**src/rtl/oc8051_ifetch_buf_pkg.sv**
```systemverilog
// Shared constants and types for the 8051 instruction prefetch queue.
package oc8051_ifetch_buf_pkg;
   localparam int FETCH_W = 3;   // bytes returned by the ROM per fetch
   localparam int PC_W    = 16;
   typedef logic [PC_W-1:0] pc_t;
endpackage

```
**src/rtl/oc8051_ifetch_fifo.sv**
```systemverilog
// Byte-wide circular buffer: 3-byte write port, three head read ports, pop of 0..3 bytes.
module oc8051_ifetch_fifo
   import oc8051_ifetch_buf_pkg::*;
#(
   parameter int DEPTH     = 8,
   parameter int DEPTH_LOG = 3
) (
   input  logic                 clk,
   input  logic                 rst,
   input  logic                 flush,
   input  logic                 push,
   input  logic [7:0]           wr_b0,
   input  logic [7:0]           wr_b1,
   input  logic [7:0]           wr_b2,
   input  logic [1:0]           pop,
   output logic [7:0]           rd_b0,
   output logic [7:0]           rd_b1,
   output logic [7:0]           rd_b2,
   output logic [DEPTH_LOG:0]   cnt
);
   typedef logic [DEPTH_LOG-1:0] ptr_t;
   typedef logic [DEPTH_LOG:0]   cnt_t;

   logic [7:0] mem_q [DEPTH];
   logic [7:0] mem_d [DEPTH];
   ptr_t       rd_ptr_q, rd_ptr_d, wr_ptr_q, wr_ptr_d;
   cnt_t       cnt_q, cnt_d;
   logic [7:0] head [3];
   logic [7:0] hold_q [3];
   logic [7:0] hold_d [3];

   always_comb begin
      mem_d    = mem_q;
      rd_ptr_d = rd_ptr_q;
      wr_ptr_d = wr_ptr_q;
      cnt_d    = cnt_q;
      for (int i = 0; i < 3; i++) begin
         head[i]   = mem_q[rd_ptr_q + ptr_t'(i)];
         hold_d[i] = (cnt_q != '0) ? head[i] : hold_q[i];
      end
      // Flushing drops the tail back onto the head so the outputs keep showing the last bytes.
      if (flush) begin
         wr_ptr_d = rd_ptr_q;
         cnt_d    = '0;
      end else begin
         if (push) begin
            mem_d[wr_ptr_q]            = wr_b0;
            mem_d[wr_ptr_q + ptr_t'(1)] = wr_b1;
            mem_d[wr_ptr_q + ptr_t'(2)] = wr_b2;
            wr_ptr_d = wr_ptr_q + ptr_t'(FETCH_W);
         end
         rd_ptr_d = rd_ptr_q + ptr_t'(pop);
         cnt_d    = cnt_q - cnt_t'(pop) + (push ? cnt_t'(FETCH_W) : cnt_t'(0));
      end
   end

   always_ff @(posedge clk or negedge rst) begin
      if (!rst) begin
         for (int i = 0; i < DEPTH; i++) mem_q[i] <= '0;
         for (int i = 0; i < 3; i++) hold_q[i] <= '0;
         rd_ptr_q <= '0;
         wr_ptr_q <= '0;
         cnt_q    <= '0;
      end else begin
         mem_q    <= mem_d;
         hold_q   <= hold_d;
         rd_ptr_q <= rd_ptr_d;
         wr_ptr_q <= wr_ptr_d;
         cnt_q    <= cnt_d;
      end
   end

   assign rd_b0 = (cnt_q != '0) ? head[0] : hold_q[0];
   assign rd_b1 = (cnt_q != '0) ? head[1] : hold_q[1];
   assign rd_b2 = (cnt_q != '0) ? head[2] : hold_q[2];
   assign cnt   = cnt_q;
endmodule

```
**src/rtl/oc8051_ifetch_buf.sv**
```systemverilog
// Instruction prefetch queue: ROM fetch issue, in-flight capture, branch redirect and
// external-ROM stall in front of a byte FIFO feeding the decoder.
module oc8051_ifetch_buf
   import oc8051_ifetch_buf_pkg::*;
#(
   parameter int DEPTH     = 8,
   parameter int DEPTH_LOG = 3
) (
   input  logic                 clk,
   input  logic                 rst,
   output logic [15:0]          rom_addr,
   input  logic [7:0]           rom_d1,
   input  logic [7:0]           rom_d2,
   input  logic [7:0]           rom_d3,
   input  logic                 rom_ea_int,
   input  logic                 redir,
   input  logic [15:0]          redir_pc,
   input  logic [1:0]           take,
   output logic [7:0]           q_b0,
   output logic [7:0]           q_b1,
   output logic [7:0]           q_b2,
   output logic [DEPTH_LOG:0]   q_cnt,
   output logic [15:0]          q_pc,
   output logic                 ext_stall
);
   typedef logic [DEPTH_LOG:0]   cnt_t;
   typedef logic [DEPTH_LOG+1:0] used_t;

   pc_t        fetch_pc_q, fetch_pc_d, q_pc_q, q_pc_d;
   logic       inflight_q, inflight_d, ext_stall_q, ext_stall_d;
   logic       capture_ok, capture_bad, room, issue;
   used_t      used;
   logic [1:0] take_eff, pop;

   always_comb begin
      take_eff    = (cnt_t'(take) > q_cnt) ? q_cnt[1:0] : take;
      capture_ok  = inflight_q & rom_ea_int & ~redir;
      capture_bad = inflight_q & ~rom_ea_int & ~redir;
      // Reserve space for a fetch still in flight so the queue can never overflow.
      used        = used_t'(q_cnt) + (inflight_q ? used_t'(FETCH_W) : used_t'(0));
      room        = (used <= used_t'(DEPTH - FETCH_W));
      issue       = redir | (~ext_stall_q & ~capture_bad & room);
      rom_addr    = redir ? redir_pc : fetch_pc_q;
      fetch_pc_d  = issue ? rom_addr + pc_t'(FETCH_W) : fetch_pc_q;
      inflight_d  = issue;
      q_pc_d      = q_pc_q + pc_t'(take_eff);
      ext_stall_d = ext_stall_q | capture_bad;
      pop         = take_eff;
      if (redir) begin
         q_pc_d      = redir_pc;
         ext_stall_d = 1'b0;
         pop         = 2'd0;
      end
   end

   always_ff @(posedge clk or negedge rst) begin
      if (!rst) begin
         fetch_pc_q  <= '0;
         q_pc_q      <= '0;
         inflight_q  <= 1'b0;
         ext_stall_q <= 1'b0;
      end else begin
         fetch_pc_q  <= fetch_pc_d;
         q_pc_q      <= q_pc_d;
         inflight_q  <= inflight_d;
         ext_stall_q <= ext_stall_d;
      end
   end

   oc8051_ifetch_fifo #(.DEPTH(DEPTH), .DEPTH_LOG(DEPTH_LOG)) u_fifo (
      .clk   (clk),
      .rst   (rst),
      .flush (redir),
      .push  (capture_ok),
      .wr_b0 (rom_d1),
      .wr_b1 (rom_d2),
      .wr_b2 (rom_d3),
      .pop   (pop),
      .rd_b0 (q_b0),
      .rd_b1 (q_b1),
      .rd_b2 (q_b2),
      .cnt   (q_cnt)
   );

   assign q_pc      = q_pc_q;
   assign ext_stall = ext_stall_q;

   take_within_count: assert property (@(posedge clk) disable iff (!rst) cnt_t'(take) <= q_cnt);
endmodule

```
**config.mk**
```make
export PLATFORM = sky130hd
export DESIGN_NAME = oc8051_ifetch_buf
export DESIGN_NICKNAME = d
export VERILOG_FILES = /design/src/rtl/oc8051_ifetch_buf_pkg.sv /design/src/rtl/oc8051_ifetch_fifo.sv /design/src/rtl/oc8051_ifetch_buf.sv
export SDC_FILE = /design/constraint.sdc
export NUM_CORES = 1
export LEC_CHECK = 0
export CORE_MARGIN = 2
export CORE_UTILIZATION = 51
export CTS_CLUSTER_SIZE = 10
export DETAILED_ROUTE_END_ITERATION = 12
export HOLD_SLACK_MARGIN = 0.08
export PLACE_DENSITY = 0.75
export SYNTH_ARGS = -nofsm -noshare
export SYNTH_HDL_FRONTEND = slang
export SYNTH_SLANG_ARGS = --single-unit
```
**constraint.sdc**
```tcl
create_clock -name clk -period 2.62 [get_ports clk]
set_input_delay 0.655 -clock clk [delete_from_list [all_inputs] [get_ports clk]]
set_output_delay 0.655 -clock clk [all_outputs]
set_load 0.05 [all_outputs]
```
==> flow_summary_export.csv <==
group,metric,value,unit
status,status,"finished, violations left",
status,violations,"setup timing",
job,cap_violations,0,
critical_path,worstSetupEndpointType,"register",
yosys,ys_dominant_reg_cell,"dfrtp_1",
critical_path,arrival,3.28,ns
clock_network,cts.sinks,132,
detailed_routing,vias,7535,
timing,fin_ws,-0.353,ns
timing,worst-slew-pin-transition,1.04,ns
yosys,synth_fp_nets,879,
timing,finClkSkew,0.0122,ns
critical_path,criticalPathCategory,"register to register",
yosys,ys_ff_latch,132,
detailed_routing,routed_via_density,6.38,
clock_network,cts_buffers,17,
clock_network,clk_pin_slew_worst_paths,0.06,ns
timing,rsz0062_at_grt,"true",
placed_design,post-place-ws,-1.03,ns
yosys,synth-async-reset-ratio,1.00,
min_path,hp-class,"input port to async pin",
clock_network,cts_tree,"done",
final_layout,layout.nets,1020,
clock_network,clk_latency,0.42,ns
yosys,ys_warn_count,0,
yosys,yosysUniqueCellTypes,49,
final_layout,multiInputGateArea,5090,sq um
final_layout,final_util,0.726,
timing,min_period,2.97,ns
die,row_count,46,
critical_path,cp_max_fo,2,
die,start_util,0.522,
detailed_routing,drtIter0Drc,1224,
timing,slew_headroom,0.302,
detailed_routing,drc,0,
final_layout,antenna_cells,0,
timing,timing.final.crit_share,1.13,
final_layout,fillers,1041,
timing,finalMaxSlewViolations,0,
final_layout,drive_gt1_frac,0.337,
placed_design,post-place-cells,1119,
die,fp.coreArea,15900,sq um
timing,finalSetupViolations,42,
global_route,grt_max_degree,52,
global_route,grt_pass1_vias,7304,
global_route,grtUsageTotal,0.291,
die,ios,107,
yosys,syn_inst,811,
yosys,avgSynthCellArea,10.3,sq um
timing,max_freq,0.336,GHz
final_layout,regArea,3310,sq um
detailed_routing,drtPass1Iterations,11,
die,die_x,132,um
timing,hold_viol_final,0,
yosys,synth_edf_count,0,
placed_design,post-dp-hpwl,17000,um
die,die_h,132,um
detailed_routing,ant_nets,0,
final_layout,fin_area,11600,sq um
global_route,antenna_found_initial,0,
final_layout,area_delta_synth_final,39.0,%
detailed_routing,finalWirelength,25300,um
placed_design,gp_congestion,0.956,
critical_path,critPathLaunchType,"register",
clock_network,ctsLongestPathBuffers,2,
placed_design,placed_cell_area,10200,sq um
clock_network,ctsHoldBuffers,0,
placed_design,portBuffers,106,
detailed_routing,wl_per_cell,21.5,um
global_route,grt_first_pass_wirelength,40200,um
clock_network,htreeDepth,4,
critical_path,cp.required,2.93,ns
global_route,grt-ovfl-total,0,
final_layout,final_cells,1181,
yosys,syn_area,8330,sq um
clock_network,cts_root_buf,"clkbuf_16",
die,die-area,17400,sq um
yosys,ys_seq_area_frac,0.397,
-- kinds of logic after synthesis --
kind of cell,after synthesis,share of synthesized area
flops,132,0.397
xor+xnor,36,0.0379
simple gates,200,0.109
buf+inv,117,0.0599
compound gates,209,0.172
fa+ha+maj,22,0.0376
mux,95,0.188
-- cell usage in the layout, fill, tap and decap left out, drive strengths merged, types with 3 or more instances in the layout --
cell type / synthesis / layout
dfrtp: 132 / 132
nor3: 10 / 10
a21boi: 4 / 4
nand3b: 4 / 4
xor2: 12 / 12
clkdlybuf4s50: 0 / 62
a21oi: 49 / 49
fa: 5 / 5
and2: 4 / 4
nor2b: 6 / 6
clkinv: 1 / 6
mux2i: 38 / 38
mux4: 48 / 48
buf: 53 / 132
ha: 17 / 17
and3: 3 / 3
nand2b: 3 / 3
inv: 42 / 47
o21ai: 78 / 78
a222oi: 64 / 64
nand4: 7 / 7
nand2: 79 / 79
clkbuf: 21 / 20
nand3: 14 / 14
mux2: 9 / 9
xnor2: 24 / 24
nor2: 64 / 64
-- cells in the mapped netlist, drive strengths merged (3+ instances only) --
cell	instances	area, sq um
clkbuf	21	78.8
a21oi	49	249
nand4	7	43.8
and2	4	25.0
a21boi	4	30.0
a222oi	64	641
nand3	14	70.1
buf	53	259
mux2	9	101
ha	17	213
dfrtp	132	3300
o21ai	78	390
nor2	64	243
nand2	79	297
nand2b	3	18.8
nor3	10	70.1
and3	3	18.8
mux2i	38	380
xnor2	24	210
nand3b	4	30.0
nor2b	6	37.5
xor2	12	105
fa	5	100
mux4	48	1080
inv	42	158
-- path summary, 6_finish.rpt --
check	start	end	slack (ns)	depth (start not counted)
worst min-delay path	rst	u_fifo.cnt[3]$_DFF_PN0_	0.18	1
worst max-delay path	u_fifo.cnt[1]$_DFF_PN0_	u_fifo.cnt[3]$_DFF_PN0_	-0.35	14
worst min register to register	u_fifo.hold_q[17]$_DFF_PN0_	u_fifo.hold_q[17]$_DFF_PN0_	0.48	2
worst max register to register	u_fifo.cnt[1]$_DFF_PN0_	u_fifo.cnt[3]$_DFF_PN0_	-0.35	14
max in group asynchronous	rst	u_fifo.mem_q[36]$_DFFE_PN0P_	1.77	2
min in group clk	u_fifo.hold_q[17]$_DFF_PN0_	u_fifo.hold_q[17]$_DFF_PN0_	0.48	2
-- final cells by class --
| type | instances | area share |
|---|---|---|
| Sequential cell | 132 | 0.286 |
| Timing Repair Buffer | 196 | 0.186 |
| Multi-Input combinational cell | 562 | 0.440 |
| Inverter | 43 | 0.0142 |
| Clock buffer | 19 | 0.0383 |
| Clock inverter | 13 | 0.0128 |
| Tap cell | 216 | 0.0233 |
-- critical path, cell delays in order, from the launching register on --
cell,delay (ns)
dfrtp_2,0.41
inv_2,0.07
ha_4,0.19
nor2b_1,0.13
o211ai_1,0.29
mux2i_1,0.31
buf_4,0.17
nor2_4,0.04
fa_1,0.49
inv_2,0.06
ha_4,0.20
a21o_1,0.16
a21oi_2,0.14
xnor2_1,0.14
nor2_1,0.07
-- stage by stage --
stage          hold slack [ns]  TNS (ns)
3_5_place_dp             0.456    -17.16
4_1_cts                  0.198     -3.97
5_1_grt                  0.208     -9.52
6_report                 0.183     -6.08
3_3_place_gp             0.448    -15.15
2_1_floorplan            0.359     -1.44
-- registers in the layout, summed over array words and instances, names as in the netlist, 3 cells and up --
| register | count |
|---|---|
| u_fifo.cnt | 4 |
| fetch_pc_q | 16 |
| q_pc | 16 |
| u_fifo.rd_ptr_q | 3 |
| u_fifo.mem_q | 64 |
| u_fifo.hold_q | 24 |
| u_fifo.wr_ptr_q | 3 |
-- per-layer routing --
metal,global-route usage,vias to the layer above,wire length [um]
met1,0.413,3711,10300
li1,-,3342,-
met2,0.449,448,11900
met5,0,-,0
met3,0.0842,34,2750
met4,0.0604,0,348
-- what timing repair did --
| action | in CTS | in global routing |
|---|---|---|
| gates resized for setup | 77 | 52 |
| buffers inserted | 15 | 14 |
| pin swaps | 19 | 24 |
| gates cloned | 6 | 1 |
| endpoints found under the setup margin | 46 | 46 |
Power is not shown: default switching activity piles up to over one toggle a cycle in this logic, so the estimate is an artifact.
